==> src/rtl/mdu_issue_queue.sv <==
// mdu_issue_queue: in-order issue queue in front of the multiply/divide unit.
// Buffers Hi/Lo micro-op pairs, wakes their two sources from PRF writeback, and
// issues the head pair once neither of its two writeback slots is already booked.
// Ports:
//   clk, rst (async, active-high), flush (sync)
//   enq_*   : dispatch side, enq_valid/enq_ready handshake, pair payload + source readiness
//   wb_wen/wb_rd : PRF writeback wakeup ports, port i at wb_rd[i*PRF_W +: PRF_W]
//   iss_*   : issue side toward the MDU, combinational from the head entry, zero when idle
module mdu_issue_queue #(
    parameter int unsigned DEPTH    = 4,
    parameter int unsigned PRF_W    = 6,
    parameter int unsigned ROB_W    = 6,
    parameter int unsigned WB_PORTS = 4,
    parameter int unsigned MUL_LAT  = 3,
    parameter int unsigned DIV_LAT  = 10
) (
    input  logic                      clk,
    input  logic                      rst,
    input  logic                      flush,
    input  logic                      enq_valid,
    output logic                      enq_ready,
    input  logic [1:0]                enq_op,
    input  logic [ROB_W-1:0]          enq_hi_id,
    input  logic [ROB_W-1:0]          enq_lo_id,
    input  logic [PRF_W-1:0]          enq_hi_dst,
    input  logic [PRF_W-1:0]          enq_lo_dst,
    input  logic [PRF_W-1:0]          enq_rs0,
    input  logic [PRF_W-1:0]          enq_rs1,
    input  logic                      enq_rs0_rdy,
    input  logic                      enq_rs1_rdy,
    input  logic [WB_PORTS-1:0]       wb_wen,
    input  logic [WB_PORTS*PRF_W-1:0] wb_rd,
    output logic                      iss_valid,
    output logic [1:0]                iss_op,
    output logic [ROB_W-1:0]          iss_hi_id,
    output logic [ROB_W-1:0]          iss_lo_id,
    output logic [PRF_W-1:0]          iss_hi_dst,
    output logic [PRF_W-1:0]          iss_lo_dst,
    output logic [PRF_W-1:0]          iss_rs0,
    output logic [PRF_W-1:0]          iss_rs1
);

    localparam int unsigned IDX_W = (DEPTH > 1) ? $clog2(DEPTH) : 1;
    localparam int unsigned PTR_W = IDX_W + 1;
    localparam int unsigned RES_W = DIV_LAT + 2;

    typedef struct packed {
        logic [1:0]       op;
        logic [ROB_W-1:0] hi_id;
        logic [ROB_W-1:0] lo_id;
        logic [PRF_W-1:0] hi_dst;
        logic [PRF_W-1:0] lo_dst;
        logic [PRF_W-1:0] rs0;
        logic [PRF_W-1:0] rs1;
    } entry_t;

    logic [PTR_W-1:0] head_q, head_d, tail_q, tail_d;
    logic [DEPTH-1:0] valid_q, valid_d;
    logic [DEPTH-1:0] rs0_rdy_q, rs0_rdy_d, rs1_rdy_q, rs1_rdy_d;
    logic [RES_W-1:0] res_q, res_d;
    entry_t           ent_q [DEPTH];
    entry_t           ent_d [DEPTH];

    logic [IDX_W-1:0] head_idx, tail_idx;
    logic             full, empty, res_hit, enq_fire;
    entry_t           head_e;

    // Register 0 is hardwired ready; otherwise any enabled writeback port naming rs wakes it.
    function automatic logic woken(input logic [PRF_W-1:0]          rs,
                                   input logic [WB_PORTS-1:0]       wen,
                                   input logic [WB_PORTS*PRF_W-1:0] rd);
        logic hit;
        hit = (rs == '0);
        for (int i = 0; i < int'(WB_PORTS); i++) begin
            if (wen[i] && (rd[i*PRF_W +: PRF_W] == rs)) hit = 1'b1;
        end
        return hit;
    endfunction

    assign head_idx = head_q[IDX_W-1:0];
    assign tail_idx = tail_q[IDX_W-1:0];
    assign full     = (head_q[IDX_W] != tail_q[IDX_W]) && (head_idx == tail_idx);
    assign empty    = (head_q == tail_q);
    assign head_e   = ent_q[head_idx];

    // Head's Hi/Lo writebacks land at res[L] and res[L+1]; either booked means a collision.
    assign res_hit  = head_e.op[1] ? (res_q[DIV_LAT] | res_q[DIV_LAT+1])
                                   : (res_q[MUL_LAT] | res_q[MUL_LAT+1]);

    assign enq_ready = !full;
    assign enq_fire  = enq_valid && !full && !flush;
    assign iss_valid = !empty && valid_q[head_idx] && rs0_rdy_q[head_idx] &&
                       rs1_rdy_q[head_idx] && !res_hit && !flush;

    assign iss_op     = iss_valid ? head_e.op     : '0;
    assign iss_hi_id  = iss_valid ? head_e.hi_id  : '0;
    assign iss_lo_id  = iss_valid ? head_e.lo_id  : '0;
    assign iss_hi_dst = iss_valid ? head_e.hi_dst : '0;
    assign iss_lo_dst = iss_valid ? head_e.lo_dst : '0;
    assign iss_rs0    = iss_valid ? head_e.rs0    : '0;
    assign iss_rs1    = iss_valid ? head_e.rs1    : '0;

    // Next-state: wakeup, pop/book on issue, push on enqueue, flush overrides both.
    always_comb begin
        head_d    = head_q;
        tail_d    = tail_q;
        valid_d   = valid_q;
        rs0_rdy_d = rs0_rdy_q;
        rs1_rdy_d = rs1_rdy_q;
        ent_d     = ent_q;
        res_d     = {1'b0, res_q[RES_W-1:1]};

        for (int i = 0; i < int'(DEPTH); i++) begin
            if (valid_q[i]) begin
                if (woken(ent_q[i].rs0, wb_wen, wb_rd)) rs0_rdy_d[i] = 1'b1;
                if (woken(ent_q[i].rs1, wb_wen, wb_rd)) rs1_rdy_d[i] = 1'b1;
            end
        end

        if (iss_valid) begin
            valid_d[head_idx] = 1'b0;
            head_d            = head_q + PTR_W'(1);
            // Booking merges with this cycle's shift, so bits land one position lower.
            if (head_e.op[1]) begin
                res_d[DIV_LAT-1] = 1'b1;
                res_d[DIV_LAT]   = 1'b1;
            end else begin
                res_d[MUL_LAT-1] = 1'b1;
                res_d[MUL_LAT]   = 1'b1;
            end
        end

        if (enq_fire) begin
            ent_d[tail_idx].op     = enq_op;
            ent_d[tail_idx].hi_id  = enq_hi_id;
            ent_d[tail_idx].lo_id  = enq_lo_id;
            ent_d[tail_idx].hi_dst = enq_hi_dst;
            ent_d[tail_idx].lo_dst = enq_lo_dst;
            ent_d[tail_idx].rs0    = enq_rs0;
            ent_d[tail_idx].rs1    = enq_rs1;
            valid_d[tail_idx]      = 1'b1;
            rs0_rdy_d[tail_idx]    = enq_rs0_rdy | woken(enq_rs0, wb_wen, wb_rd);
            rs1_rdy_d[tail_idx]    = enq_rs1_rdy | woken(enq_rs1, wb_wen, wb_rd);
            tail_d                 = tail_q + PTR_W'(1);
        end

        // Reservations survive a flush: already-issued ops still write back.
        if (flush) begin
            head_d  = '0;
            tail_d  = '0;
            valid_d = '0;
        end
    end

    // State registers.
    always_ff @(posedge clk or posedge rst) begin
        if (rst) begin
            head_q    <= '0;
            tail_q    <= '0;
            valid_q   <= '0;
            rs0_rdy_q <= '0;
            rs1_rdy_q <= '0;
            res_q     <= '0;
            ent_q     <= '{default: '0};
        end else begin
            head_q    <= head_d;
            tail_q    <= tail_d;
            valid_q   <= valid_d;
            rs0_rdy_q <= rs0_rdy_d;
            rs1_rdy_q <= rs1_rdy_d;
            res_q     <= res_d;
            ent_q     <= ent_d;
        end
    end

endmodule

==> config.mk <==
export PLATFORM = sky130hd
export DESIGN_NAME = mdu_issue_queue
export DESIGN_NICKNAME = d
export VERILOG_FILES = /design/src/rtl/mdu_issue_queue.sv
export SDC_FILE = /design/constraint.sdc
export NUM_CORES = 1
export LEC_CHECK = 0
export CORE_MARGIN = 2
export CORE_UTILIZATION = 60
export CTS_CLUSTER_DIAMETER = 200
export CTS_CLUSTER_SIZE = 30
export DETAILED_ROUTE_END_ITERATION = 6
export GPL_TIMING_DRIVEN = 0
export MAX_ROUTING_LAYER = met4
export PLACE_DENSITY_LB_ADDON = 0.05
export SLEW_MARGIN = 15
export SYNTH_ARGS = -nofsm -noshare
export SYNTH_HDL_FRONTEND = slang
export SYNTH_SLANG_ARGS = --single-unit
==> constraint.sdc <==
create_clock -name clk -period 13.6 [get_ports clk]
set_input_delay 1.36 -clock clk [delete_from_list [all_inputs] [get_ports clk]]
set_output_delay 1.36 -clock clk [all_outputs]
set_load 0.1 [all_outputs]
== Word-level counts from Yosys, hierarchy flattened ==
Index checks and enable logic that the tools add are counted.

* Bits in registers: 181
* Bits in latches: 0
* Bits in writable memories: 0
* Bits in read-only memories: 0
* Word-level logic and storage cells: 284
* Memories kept: 0

* Add/sub/neg operators: 2
* Multipliers: 0
* Divide/modulo/power cells: 0
* $lt $le $gt $ge: 7
* Equal/unequal tests: 43
* Shift-type cells: 0
* Muxes and demuxes: 123
* Bitwise logic cells: 8
* Reductions and logical operators: 67

{| class="wikitable"
|+ Operators with widths
! operator !! count
|-
| $bwmux 152 || 7
|-
| $demux 38 s2 || 7
|-
| $eq 6x6->1 || 40
|-
| $mux 38 || 3
|-
| $bmux 38 s2 || 1
|-
| $mux 1 || 72
|-
| $logic_not 6->1 || 10
|-
| $logic_and 1x1->1 || 51
|-
| $mux 6 || 7
|-
| $mux 36 || 1
|-
| $mux 30 || 1
|-
| $mux 24 || 1
|-
| $mux 4 || 5
|-
| $mux 18 || 1
|-
| $mux 12 || 1
|-
| $mux 3 || 4
|-
| $mux 2 || 5
|-
| $bwmux 4 || 2
|-
| $add 3x1->3 const B || 2
|-
| $bmux 1 s2 || 3
|-
| $ge 3x3->1 const B || 2
|-
| $lt 2x3->1 const B || 2
|-
| $not 2->3 || 2
|-
| $and 4x4->4 || 1
|-
| other kinds (11) || 19
|}

== Longest topological paths before layout ==
Gate-level depths: netlist (run 1).

* Depth in word-level cells: 12
* Depth in mapped cells: 8

== Worst setup path before layout (run 1) ==
Ideal clock, no wire load.

* Kind: reg2out
* From: register head_q[0]
* To: output iss_rs0[1]
* Data arrival time: 2930 ps
* Data required time: 12240 ps
* Setup slack: 9310 ps
* Stages on the path, launching flop included: 8
* Buffers on the path: 2
* Path through: dfrtp_1 buf_4 mux4_2 mux2i_2 o2111ai_4 nor2_2 buf_2 and2_1

* Longest elaborated chain between the ends: 9
* Elaborated cells between the ends (all ways): 20
* Classes of those cells: 1 x eq/ne; 11 x mux; 1 x bitwise; 7 x reduce/logical

{| class="wikitable"
|+ Ends and longest elaborated chain
! item !! RTL line !! RTL
|-
| start: declaration || 57 || <nowiki>logic [PTR_W-1:0] head_q, head_d, tail_q, tail_d;</nowiki>
|-
| start signal: assignment || 158 || <nowiki>head_q <= '0;</nowiki>
|-
| start signal: assignment || 166 || <nowiki>head_q <= head_d;</nowiki>
|-
| $not 2->3 (implied by the code) || 84 || <nowiki>assign head_e = ent_q[head_idx];</nowiki>
|-
| $bmux 38 s2 || 84 ||
|-
| $mux 38 (implied by the code) (2 in a row) || 84 ||
|-
| $mux 1 || 87 || <nowiki>assign res_hit = head_e.op[1] ? (res_q[DIV_LAT] | res_q[DIV_LAT+1])</nowiki>
|-
| $logic_not 1->1 || 93 || <nowiki>rs1_rdy_q[head_idx] && !res_hit && !flush;</nowiki>
|-
| $logic_and 1x1->1 (*) (2 in a row) || 93 ||
|-
| net iss_valid || 33 || <nowiki>output logic iss_valid,</nowiki>
|-
| $mux 6 (*) || 100 || <nowiki>assign iss_rs0 = iss_valid ? head_e.rs0 : '0;</nowiki>
|-
| end: declaration || 39 || <nowiki>output logic [PRF_W-1:0] iss_rs0,</nowiki>
|}

The timed path passes the listed nets; every way through them passes the cells marked *. The select of a mux whose other input is x is not followed.

== Worst setup path in the final report (run 1) ==
* From: register head_q[1]
* To: output iss_rs0[1]

* Longest elaborated chain between the ends: 9
* Elaborated cells between the ends (all ways): 20
* Classes of those cells: 1 x eq/ne; 11 x mux; 1 x bitwise; 7 x reduce/logical

{| class="wikitable"
|+ Ends and longest elaborated chain
! item !! RTL line
|-
| $not 2->3 (implied by the code) || 84
|-
| $bmux 38 s2 || 84
|-
| $mux 38 (implied by the code) (2 in a row) || 84
|-
| $mux 1 || 87
|-
| $logic_not 1->1 || 93
|-
| $logic_and 1x1->1 (2 in a row) || 93
|-
| $mux 6 (*) || 100
|}

Every way passes the cells marked *; elsewhere a longest branch is shown, timed or not. The select of a mux whose other input is x is not followed.

==> results.json, run 1 <==
{
  "maxCapViolCount": 0,
  "rows": 50,
  "pwr_density_cell_nw_per_um2": 147,
  "gp_congestion": 0.964,
  "routed_via_density": 5.84,
  "grt_max_degree": 101,
  "core_sq_um": 18600,
  "fin_tns_setup_ns": 0,
  "grt_pass1_wl_mm": 51.1,
  "start_util": 0.608,
  "hold_path.class": "register to register",
  "syn_avg_cell_area_sq_um": 9.22,
  "power_mw": 1.90,
  "pin_count": 112,
  "cp.arrival_ns": 4.08,
  "period_needed_ns": 5.44,
  "die_y_microns": 141,
  "synth_area_leaders": "dfrtp_1 (39%), nand2_1 (12%), xnor2_1 (12%)",
  "numCtsBuffers": 17,
  "yosys_most_used_dff": "dfrtp_1",
  "r2r_slack_ns": 11.21,
  "syn-num-nets": 1305,
  "worstPathRequired_ns": 12.24,
  "r2r_start": "head_q[0]$_DFFE_PP0P_",
  "relSlewSlack": 0.270,
  "ir_worst_vdd_mv": 0.0946,
  "async_reset_ff_frac": 1.00,
  "holdBufCountCts": 0,
  "drtPass1Iterations": 7,
  "max_freq_mhz": 184,
  "grt_util_all_layers": 0.345,
  "dr_total_vias": 9131,
  "synth-edff-count": 0,
  "drt-wirelength-per-cell_microns": 20.5,
  "chipWidth_microns": 141,
  "drtIter0Drc": 958,
  "clockBufferDepth": 2,
  "diodes": 0,
  "hold_viol": 0,
  "postSynthCellCount": 1225,
  "layout_worst_path_cycle_share": 0.400,
  "dp_hpwl_mm": 21.5,
  "totalWireLength_mm": 32.0,
  "setup_violations": 0,
  "post_cts_resized": 0,
  "cts_tree": "built",
  "yosysMostFrequentCell": "nand2_1",
  "slew_viol_final": 0,
  "cp_max_fo": 10,
  "grt-ovfl-total": 0,
  "setup.worst_path.class": "register to output port",
  "start_kind": "register",
  "synth_area_sq_um": 11300,
  "ys_seq_elements": 178,
  "yosysSeqAreaShare": 0.395,
  "synth_area_leader_cell": "dfrtp_1",
  "syn_to_final_growth_pct": 14.3,
  "synth_top_area_frac": 0.395,
  "rsz0062_at_grt": "no",
  "clock-sinks": 178,
  "io_buffer_count": 72,
  "hold_depth": 0,
  "antenna_found_initial": 0,
  "min_to": "res_q[5]$_DFF_PP0_",
  "r2r_end": "ent_q[50]$_DFFE_PP0P_",
  "yosys_warnings": 0,
  "insertion_delay_ns": 0.44,
  "reg2reg_depth": 6,
  "drc": 3,
  "finClkSkew_ns": 0.0101,
  "nets": 1397,
  "synthTopCellsByCount": "nand2_1 (357), dfrtp_1 (178), xnor2_1 (149)",
  "dieArea_sq_um": 19900,
  "root_buffer": "clkbuf_16",
  "end_kind": "output port",
  "violations": "design-rule violations",
  "first_global_vias": 9055,
  "antenna_left": 0,
  "status": "finished, violations left",
  "p_leak_nw": 5.73,
  "synth.distinct_cells": 39,
  "h-tree-depth": 4,
  "clkTransAtPathRegs_ns": 0.08,
  "drive_gt1_frac": 0.123,
  "post_cts_buffers": 0,
  "worst_pin_slew_ns": 1.09,
  "holdCritStartpoint": "res_q[6]$_DFF_PP0_"
}
==> metal layers <==
metal  vias to the layer above  track usage  share of wire
met5                         -            -              0
li1                       4178            -              -
met4                         0        0.124          0.032
met1                      4445        0.464           0.42
met3                        72       0.0543          0.080
met2                       436        0.537           0.47
==> registers in the layout (all words and copies together) (netlist names) <==
name / cells
ent_q: 152
head_q: 3
res_q: 8
rs0_rdy_q: 4
rs1_rdy_q: 4
tail_q: 3
valid_q: 4
==> power by group <==
group	internal [mW]	switching [mW]	total (mW)
Combinational	0.300	0.384	0.683
Clock	0.244	0.235	0.480
Sequential	0.671	0.0625	0.734
==> metrics by stage <==
step	utilization	cell area, sq um	cells	hold slack, ns	setup WS (ns)
final	0.695	12900	1564	0.356	8.16
after global routing	0.695	12900	1564	0.363	8.05
after CTS	0.695	12900	1564	0.353	8.18
after detailed placement	0.664	12300	1532	0.335	8.41
after global placement	0.662	12300	1531	0.336	4.99
after floorplan	-	11300	1225	0.331	7.41
==> final cells by class <==
type,count,area [sq um]
Buffer,135,587
Clock buffer,18,429
Clock inverter,14,138
Fill cell,1484,5670
Inverter,11,48.8
Multi-Input combinational cell,901,6210
Sequential cell,178,4450
Tap cell,234,293
Timing Repair Buffer,73,748
==> how the worst max path moves through the flow <==
stage | start | end | slack, ns | depth (start not counted)
final | head_q[1]$_DFFE_PP0P_ | iss_rs0[1] | 8.16 | 6
after CTS | head_q[1]$_DFFE_PP0P_ | iss_rs0[4] | 8.18 | 6
after floorplan | rst | ent_q[0]$_DFFE_PP0P_ | 7.41 | 1
after global placement | rst | ent_q[120]$_DFFE_PP0P_ | 4.99 | 2
after detailed placement | flush | iss_lo_dst[3] | 8.41 | 6
after global routing | head_q[1]$_DFFE_PP0P_ | iss_rs0[1] | 8.05 | 6
==> cells by family (layout without fill, tap and decap cells) <==
family	Yosys count	count (layout)	synth area share
buffers and inverters	146	251	0.0556
AOI/OAI and AO/OA	38	38	0.0249
and+or+nand+nor	530	530	0.208
adders and majority gates	8	8	0.00887
xor gates and xnor gates	245	245	0.190
muxes	80	80	0.118
DFF	178	178	0.395
==> placed cells by master (no fill, tap or decap), types with 9 or more instances in the layout <==
master,netlist,layout
nand3_1,12,12
clkbuf_16,0,17
xor2_1,96,96
inv_1,11,10
mux4_2,38,38
buf_1,9,9
clkbuf_1,78,79
xnor2_1,149,149
buf_2,42,42
dfrtp_1,178,178
nand2_1,357,357
nand4_1,41,41
clkdlybuf4s50_1,0,72
and2_1,40,40
nor2_1,23,23
mux2_2,39,39
o21ai_0,13,13
nor4_1,40,40
==> critical path: stages, from the launching register on <==
cell and delay (ns):
dfrtp_1 0.37, buf_2 0.22, buf_1 0.65, clkbuf_1 0.78
mux4_2 0.38, and2_1 0.13, clkdlybuf4s50_1 1.12
Power figures use the tool's default switching activity.
==> run 2: changes to the inputs <==
CORE_UTILIZATION = 53   (was 60)
clock period = 4.5 ns   (was 13.6 ns; I/O delays follow)
==> results.json, run 2 (same netlist as run 1, synthesis figures left out) <==
{
  "status": "completed",
  "max_freq_mhz": 225,
  "worstPathRequired_ns": 4.05,
  "gp_congestion": 0.921,
  "fill_cells": 1860,
  "placedCellCount": 1577,
  "routed-wl-met3_mm": 2.83,
  "reg2reg_depth": 8,
  "numCtsBuffers": 17,
  "top_layer_used": "met4",
  "io_buffer_count": 72,
  "rsz0062_at_grt": "no",
  "rows": 53,
  "drt-wirelength-per-cell_microns": 20.7,
  "fin_tns_setup_ns": 0,
  "setup.worst_path.class": "register to output port",
  "final_common_cell": "nand2_1",
  "dr_wl_met2_mm": 15.5,
  "worst_pin_slew_ns": 1.19,
  "grt_max_degree": 37,
  "reg_top3": "ent_q x152, res_q x8",
  "layout_common_cells": "nand2_1 (357), dfrtp_1 (178), xnor2_1 (149), xor2_1 (96), clkbuf_1 (78)",
  "largest-register": "ent_q",
  "clkTransAtPathRegs_ns": 0.07,
  "pwr_density_cell_nw_per_um2": 447,
  "syn_to_final_growth_pct": 16.1,
  "totalWireLength_mm": 33.3,
  "slew_viol_final": 0,
  "chipWidth_microns": 150,
  "pin_count": 112,
  "p_leak_nw": 5.98,
  "largest_register_ffs": 152,
  "nets": 1401,
  "layout_worst_path_cycle_share": 0.988,
  "drtPass1Iterations": 6,
  "cp.arrival_ns": 4.00,
  "cts_tree": "built",
  "antenna_found_initial": 0,
  "insertion_delay_ns": 0.44,
  "hold_path.class": "register to register",
  "grt_util_all_layers": 0.314,
  "root_buffer": "clkbuf_16",
  "grt-ovfl-total": 0,
  "dp_hpwl_mm": 22.5,
  "diodes": 0,
  "die_y_microns": 150,
  "period_needed_ns": 4.45,
  "start_kind": "register",
  "relSlewSlack": 0.201,
  "maxCapViolCount": 0,
  "fin_cells": 1609,
  "core_sq_um": 21000,
  "dr_total_vias": 9229,
  "finClkSkew_ns": 0.0130,
  "wl_met1_mm": 14.1,
  "hold_depth": 0,
  "h-tree-depth": 4,
  "first_global_vias": 8845,
  "drive_gt1_frac": 0.127,
  "cp_max_fo": 10,
  "hold_viol": 0,
  "clock-sinks": 178,
  "routed_via_density": 5.74,
  "drtIter0Drc": 705,
  "dieArea_sq_um": 22500,
  "clockBufferDepth": 2,
  "power_mw": 5.86,
  "grt_pass1_wl_mm": 51.5,
  "ir_worst_vdd_mv": 0.294,
  "final_area_sq_um": 13100,
  "placed_cell_area_sq_um": 12500,
  "end_kind": "output port",
  "start_util": 0.539,
  "antenna_left": 0,
  "drc": 0,
  "post_cts_buffers": 0,
  "setup_violations": 0
}
run 2: metrics by stage:
stage,hold WS (ns),util,setup WS (ns)
2_1_floorplan,0.331,-,1.12
3_3_place_gp,0.334,0.590,0.220
3_5_place_dp,0.336,0.595,0.505
4_1_cts,0.361,0.624,0.0524
5_1_grt,0.363,0.626,0.00108
6_report,0.358,0.626,0.0521
run 2: path summary, 6_finish.rpt:
| check | start | endpoint | slack (ns) |
|---|---|---|---|
| worst max-delay path | head_q[0]$_DFFE_PP0P_ | iss_rs1[0] | 0.05 |
| worst min-delay path | res_q[9]$_DFF_PP0_ | res_q[8]$_DFF_PP0_ | 0.36 |
| worst max register to register | head_q[1]$_DFFE_PP0P_ | ent_q[81]$_DFFE_PP0P_ | 2.08 |
| worst min register to register | res_q[9]$_DFF_PP0_ | res_q[8]$_DFF_PP0_ | 0.36 |
| max in group asynchronous | rst | ent_q[53]$_DFFE_PP0P_ | 3.19 |
| min in group asynchronous | rst | ent_q[36]$_DFFE_PP0P_ | 0.46 |
run 2: final cells by class:
type,count,area (sq um),share of cell area
sequential,178,4450,0.340
clock inverter,15,194,0.0148
inverter,11,45.0,0.00343
buffer,135,587,0.0447
clock buffer,17,425,0.0324
tap,275,344,0.0262
timing repair buffer,77,856,0.0653
multi-input combinational,901,6210,0.473
run 2: power by group:
group / switching [mW] / internal [mW]
clock network: 0.717 / 0.847
registers: 0.189 / 2.03
logic: 1.17 / 0.911
run 2: routing by layer:
layer  GRT usage  up-vias
met5           -        -
met4       0.106        0
met3      0.0555       73
met2       0.489      448
met1       0.419     4521
li1            -     4187
run 2: timing repair:
item	in CTS	in global routing
gates resized for setup	0	11
endpoints found under the setup margin	0	11
hold buffers	0	0
run 2: worst max-delay path: stages, from the launching register on:
cell and delay [ns]:
dfrtp_1 0.38, buf_4 0.18, mux4_2 0.55, mux2i_2 0.26, o2111ai_4 0.23, nor2_2 0.31, buf_2 0.35, and2_1 0.18
clkdlybuf4s50_1 1.13
==> run 3: changes to the inputs <==
PLACE_DENSITY = 0.78   (was not set)
PLACE_DENSITY_LB_ADDON = not set   (was 0.05)
==> results.json, run 3 (same netlist as run 1, synthesis figures left out) <==
{
  "status": "completed",
  "start_util": 0.539,
  "dieArea_sq_um": 22500,
  "cp_cell_sequence": "buf_4 > mux4_2 > mux2i_2 > o2111ai_4 > nor2_2 > clkbuf_2 > and2_1 > clkdlybuf4s50_1",
  "diodes": 0,
  "drc": 0,
  "chipWidth_microns": 150,
  "path_buf_inv": 3,
  "start_kind": "register",
  "hold_viol": 0,
  "worst_pin_slew_ns": 1.13,
  "grt-ovfl-total": 0,
  "clkTransAtPathRegs_ns": 0.06,
  "drtIter0Drc": 988,
  "cp.arrival_ns": 3.96,
  "nets": 1401,
  "grt_pass1_wl_mm": 51.7,
  "root_buffer": "clkbuf_16",
  "final_common_cell": "nand2_1",
  "final_area_sq_um": 13100,
  "grt_max_degree": 37,
  "end_kind": "output port",
  "grt_util_all_layers": 0.312,
  "layout_worst_path_cycle_share": 0.979,
  "largest-register": "ent_q",
  "hold_slack_ns": 0.348,
  "period_needed_ns": 4.41,
  "setup_violations": 0,
  "ir_worst_vdd_mv": 0.303,
  "reg_top3": "ent_q x152, res_q x8",
  "cp_max_fo": 10,
  "wl_met1_mm": 12.7,
  "dp_hpwl_mm": 22.2,
  "slew_viol_final": 0,
  "pin_count": 112,
  "maxCapViolCount": 0,
  "numCtsBuffers": 17,
  "layout_common_cells": "nand2_1 (357), dfrtp_1 (178), xnor2_1 (149), xor2_1 (96), clkbuf_1 (79)",
  "worstPathRequired_ns": 4.05,
  "top_layer_used": "met4",
  "routed_via_density": 5.85,
  "setup.worst_path.class": "register to output port",
  "slowest_stage": "clkdlybuf4s50_1",
  "insertion_delay_ns": 0.43,
  "dr_total_vias": 9399,
  "max_stage_delay_ns": 1.13,
  "gp_congestion": 0.983,
  "routed-wl-met3_mm": 3.19,
  "antenna_left": 0,
  "placed_cell_area_sq_um": 12500,
  "core_sq_um": 21000,
  "drive_gt1_frac": 0.125,
  "fin_tns_setup_ns": 0,
  "hold_path.class": "register to register",
  "rsz0062_at_grt": "no",
  "h-tree-depth": 4,
  "drtPass1Iterations": 5,
  "max_freq_mhz": 227,
  "pwr_density_cell_nw_per_um2": 441,
  "rows": 53,
  "die_y_microns": 150,
  "dr_wl_met2_mm": 15.5,
  "post_cts_buffers": 0,
  "crit_family": "buffers and inverters",
  "clockBufferDepth": 2,
  "relSlewSlack": 0.237,
  "largest_register_ffs": 152,
  "first_global_vias": 9518,
  "io_buffer_count": 72,
  "p_leak_nw": 6.13,
  "antenna_found_initial": 0,
  "clock-sinks": 178,
  "totalWireLength_mm": 32.6,
  "cts_tree": "built",
  "drt-wirelength-per-cell_microns": 20.3,
  "finClkSkew_ns": 0.00944,
  "syn_to_final_growth_pct": 15.8
}
[run 3: cell count changes in the layout (fill, tap and decap cells not counted), moves of 2 or more]
cell             delta
inv_8               -3
dlymetal6s2s_1      +9
clkdlybuf4s50_1     -9
clkinv_8            -2
clkinv_2            +2
clkbuf_8            +3
[run 3: layout make-up]
type / instances / area, sq um
well taps: 275 / 344
plain buffers: 135 / 587
repair buffers: 77 / 871
multi-input cells: 901 / 6210
flip-flops and latches: 178 / 4450
clock inverters: 10 / 100
clock buffers: 21 / 470
fillers: 1736 / 7880
inverters: 11 / 45.0
[run 3: stage by stage]
stage           util  std cells  power, mW  setup slack [ns]
2_1_floorplan      -       1225       3.81              1.12
3_5_place_dp   0.595       1577       4.31             0.485
5_1_grt        0.624       1608       6.09           0.00275
3_3_place_gp   0.590       1572       4.20             0.318
4_1_cts        0.622       1608       5.76            0.0237
6_report       0.624       1608       5.77            0.0944
[run 3: path summary, 6_finish.rpt]
path                                     endpoint             startpoint  cells after the start  slack [ns]
max                                  iss_hi_id[1]  head_q[0]$_DFFE_PP0P_                      8        0.09
min                            res_q[6]$_DFF_PP0_     res_q[7]$_DFF_PP0_                      0        0.35
max reg2reg                 ent_q[77]$_DFFE_PP0P_  head_q[0]$_DFFE_PP0P_                      8        2.03
min reg2reg                    res_q[6]$_DFF_PP0_     res_q[7]$_DFF_PP0_                      0        0.35
max in group asynchronous   ent_q[80]$_DFFE_PP0P_                    rst                      4        3.32
min in group asynchronous  ent_q[107]$_DFFE_PP0P_                    rst                      2        0.42
[run 3: timing repair]
| action | 4_1_cts | 5_1_grt |
|---|---|---|
| setup endpoints to repair | 0 | 20 |
| gates resized for setup | 0 | 20 |
| hold buffers | 0 | 0 |
[run 3: routing by layer]
layer / track usage / up-vias
met2: 0.500 / 546
met3: 0.0518 / 108
met1: 0.398 / 4559
li1: - / 4186
met4: 0.127 / 0
met5: - / -
[run 3: power by group]
part           internal [mW]  switching [mW]
clock network          0.810           0.636
logic                  0.911            1.18
registers               2.03           0.201
[run 3: worst register-to-register path, stage by stage (launching register included)]
cell,delay [ns]
dfrtp_1,0.41
buf_4,0.18
xnor2_1,0.33
a311oi_2,0.23
nand2_1,0.18
clkbuf_1,0.52
buf_2,0.37
nand2_1,0.10
nand2_1,0.09
==> patch 1: new RTL, config.mk and constraints of run 1 <==
Take the reset off `rs0_rdy_q`, `rs1_rdy_q` and `res_q` and load them in a clocked block of their own.
--- a/src/rtl/mdu_issue_queue.sv
+++ b/src/rtl/mdu_issue_queue.sv
@@ -158,20 +158,20 @@
             head_q    <= '0;
             tail_q    <= '0;
             valid_q   <= '0;
-            rs0_rdy_q <= '0;
-            rs1_rdy_q <= '0;
-            res_q     <= '0;
             ent_q     <= '{default: '0};
         end else begin
             head_q    <= head_d;
             tail_q    <= tail_d;
             valid_q   <= valid_d;
-            rs0_rdy_q <= rs0_rdy_d;
-            rs1_rdy_q <= rs1_rdy_d;
-            res_q     <= res_d;
             ent_q     <= ent_d;
         end
     end
 
+    always_ff @(posedge clk) begin
+        rs0_rdy_q <= rs0_rdy_d;
+        rs1_rdy_q <= rs1_rdy_d;
+        res_q     <= res_d;
+    end
+
 endmodule
 
Behaviour: no difference found for any inputs over 4 cycles, from zero or initial values and one cycle with rst high; that may be too few to reach the edited logic, so the function may still have changed.
==> patch 1 against run 1 <==
Synthesized cell count decreased by 7.6%. Sequential power increased by 2%. Area after synthesis decreased by 1.1%. Routed wire length increased by 0.11%. Worst setup slack improved by 0.056 ns. Sequential cell count unchanged. Cell area decreased by 0.84%. First-iteration DRC count decreased by 21%. Clock power increased by 4%. Critical path type unchanged. Clock skew increased by 0.00066 ns. Die area decreased by 1.1%. Total power increased by 0.50%. Non-clock buffer count decreased by 7. Global-route usage increased by 0.30 points.
==> patch 1: results (changes against run 1) <==
[outcome]
outcome = complete, no violations

[yosys]
synth_compound_area_share_pct = 2.63  ; +0.14 points
yosysWarnings = 0  ; unchanged
async_flop_share_pct = 91.0  ; -9.0 points
synthAdderAreaFrac_pct = 0.897  ; +0.010 points
synth_common_cells = nand2_1, dfrtp_1, xnor2_1
synth_seq_cells = 178  ; unchanged
netlist_top_cells_area = dfrtp_1, xnor2_1, xor2_1
netlist-cell-type-count = 42  ; +7.7%
ys.flop_type = dfrtp_1
syn-num-nets = 1212  ; -7.1%
synth-xor-area-share_pct = 19.0  ; about the same
synthCells = 1132  ; -7.6%
ys_seq_area_share_pct = 39.2  ; -0.27 points
synth.area.mux_share_pct = 15.6  ; +3.8 points

[power]
power.leakage_nw = 5.49  ; -4.2%
ir_worst_vdd_v = 0.000107  ; +13%

[place]
dp_cells = 1433  ; -6.5%
gp_congestion = 0.936  ; -2.9%
portBuffers = 71  ; -1.4%
preCtsSetupSlack_ns = 8.60  ; +0.191 ns
placed_area_um2 = 12200  ; -1.2%
dpl.hpwl_um = 21100  ; -1.5%

[grt]
grt_pass1_wl_um = 50600  ; -1.1%
grt-ovfl-total = 0  ; unchanged
grt_antenna_before_repair = 0  ; unchanged
grt_max_degree = 90  ; -11%
first_global_vias = 9185  ; +1.4%
grt.total_usage_pct = 34.8  ; +0.30 points

[run]
cap_violations = 0  ; unchanged

[worst_setup_path]
cp.arrival_ns = 4.02  ; -0.06 ns
cpPeakStageDelay_ns = 1.18  ; +0.06 ns
r2r_cells = 9  ; +3
endpoint = iss_hi_id[3]
r2r_setup_slack_ns = 11.18  ; -0.03 ns
r2r-end = ent_q[99]
r2r_start = head_q[0]
cp_top_family = buffers and inverters

[min_path]
min-delay-start = res_q[8]
min_to = res_q[7]

[clocking]
numCtsBuffers = 17  ; unchanged
cts_setup_buffers = 0  ; unchanged
clkLatencyLatePin_ns = 0.45
clockBufferDepth = 2  ; unchanged
cts_resized = 0  ; unchanged
cts.clk_slew.worst_paths_ns = 0.07

[final_layout]
fillers = 1383  ; -6.8%
drive_gt1_share_pct = 16.7  ; +4.3 points
diodes = 0  ; unchanged
fin_nets = 1303  ; -6.7%
layoutNonFillerInstCount = 1465  ; -6.3%

[timing]
hold_slack_ns = 0.329  ; -0.0270 ns
hold_viol_final = 0  ; unchanged
worst_slack_ns = 8.22  ; +0.0561 ns
fin_skew_ns = 0.0107  ; +0.000662 ns
worst_pin_slew_ns = 1.22  ; +0.137 ns

[detailed_routing]
drt_iter0_markers = 756  ; -21%
vias_per_cell = 6.09  ; +4.3%
avgRoutedWirePerCell_um = 21.9  ; +6.9%

==> patch 1: cell types whose count changed after synthesis, moves of 8 or more <==
cell and delta:
nand3_1 -8, dfrtp_1 -16, nor2b_1 +33, o21ai_0 -8, or4_1 +8, dfxtp_1 +16, and2_1 -38, clkbuf_1 -14
xor2_1 +23, xnor2_1 -26, nand2_1 -113, mux2_2 +37
==> patch 1: final cells by class <==
class                   instances  area [um2]  area share [%]
multi-input cells             813        6170            48.2
flip-flops and latches        178        4370            34.2
repair buffers                 72         738            5.77
plain buffers                 129         574            4.49
clock buffers                  18         439            3.43
well taps                     229         287            2.24
clock inverters                14         163            1.27
inverters                      12        52.6           0.411
==> patch 1: report_power, final <==
group	internal (mW)	switching (mW)
clock network	0.253	0.245
logic	0.307	0.354
registers	0.680	0.0677
==> patch 1: per-layer routing <==
layer	share of wire (%)	GRT usage, %	vias to the layer above
met5	0	-	-
met1	41	44.7	4417
met3	7.9	5.61	122
li1	-	-	3961
met2	47	54.4	421
met4	4.5	16.5	0
==> patch 2: new RTL, config.mk and constraints of run 1 <==
Without the edit above. Set the parameter `PRF_W` to 8 (it was 6).
--- a/src/rtl/mdu_issue_queue.sv
+++ b/src/rtl/mdu_issue_queue.sv
@@ -8,7 +8,7 @@
 //   iss_*   : issue side toward the MDU, combinational from the head entry, zero when idle
 module mdu_issue_queue #(
     parameter int unsigned DEPTH    = 4,
-    parameter int unsigned PRF_W    = 6,
+    parameter int unsigned PRF_W    = 8,
     parameter int unsigned ROB_W    = 6,
     parameter int unsigned WB_PORTS = 4,
     parameter int unsigned MUL_LAT  = 3,
Interface: changed (9 resized); port bits go from 112 to 136. The function was not compared with the original's and may differ.
==> patch 2 against run 1 <==
Total power up 12%. Core utilization is 2.0 points lower. Worst setup slack got worse by 0.19 ns. Cell area is 18% higher. Final cell count grew 9.8%. Via count rose by 19%. Routed wire length is 28% higher. Maximum frequency is 3.5% lower. Sequential cell count increased by 32. Area after synthesis is 21% higher. Register-to-register slack got worse by 0.23 ns. Global-route usage up 1.4 points. Hold slack improved by 0.0092 ns.
==> patch 2: results (changes against run 1) <==
[outcome]
outcome = complete, no violations

[final_layout]
regArea_um2 = 5260  ; +18%
clkCellAreaFrac_pct = 1.81  ; -2.6 points
fin_nets = 1529  ; +9.4%
multi_input_area_share_pct = 50.7  ; +2.6 points
reg_top3 = ent_q (184), res_q (8)
syn2layout_area_growth_pct = 11.1
diodes = 1  ; +1
n_all_inverters = 9  ; -2
buf_share_pct = 10.2  ; -0.16 points

[worst_setup_path]
cpPeakStageDelay_ns = 1.14  ; +0.02 ns
cp.arrival_ns = 4.27  ; +0.19 ns

[clocking]
clockBufferDepth = 3  ; +1
numCtsBuffers = 10  ; -7
cts.clk_slew.worst_paths_ns = 0.11  ; +0.03 ns
cts_htree_levels = 1  ; -3

[power]
power.leakage_nw = 6.77  ; +18%

[yosys]
syn-num-nets = 1433  ; +9.8%
synth_common_cells = xor2_1, dfrtp_1, nand2_1
netlist-cell-type-count = 41  ; +5.1%
netlist_top_cells_area = dfrtp_1, xor2_1, mux2_2
synth_compound_area_share_pct = 2.56  ; +0.063 points
synthAdderAreaFrac_pct = 0.733  ; -0.15 points

[place]
gp_congestion = 0.982  ; +1.9%
placed_area_um2 = 14900  ; +21%

[grt]
gr-usage-met1_pct = 48.6  ; +2.2 points
met2_usage_pct = 54.7  ; +0.98 points
grt_pass1_wl_um = 64000  ; +25%

[detailed_routing]
met3WireLength_um = 3700  ; +45%
m1WireLength_um = 16700  ; +23%
avgRoutedWirePerCell_um = 23.9  ; +17%
num_vias = 10800  ; +19%
drt_wl_total_um = 41100  ; +28%

[floorplan]
rows = 55  ; +10%

[timing]
fin_skew_ns = 0.0147  ; +0.00468 ns
worst_pin_slew_ns = 1.19  ; +0.101 ns

## patch 2: cell types whose count changed after synthesis, moves of 39 or more
cell | run 1 | this run
xor2_1 | 96 | 263
nand2_1 | 357 | 192
and3_1 | 1 | 46
xnor2_1 | 149 | 63
mux2_2 | 39 | 124
and2_1 | 40 | 1
## patch 2: worst paths after layout
check,start,depth (start not counted),endpoint,slack (ns)
worst min register to register,res_q[7],0,res_q[6],0.37
max in group asynchronous,rst,4,res_q[6],11.25
worst max-delay path,head_q[1],7,iss_rs0[4],7.97
worst max register to register,head_q[1],7,valid_q[0],10.98
worst min-delay path,res_q[7],0,res_q[6],0.37
min in group asynchronous,rst,2,ent_q[55],1.21
## patch 2: where the power goes
group          internal, mW  leakage (nW)  total, mW  switching (mW)
combinational         0.391          3.95      0.907           0.516
sequential            0.799          2.68      0.874          0.0746
clock                 0.146         0.136      0.343           0.197
total                  1.34          6.77       2.12           0.787
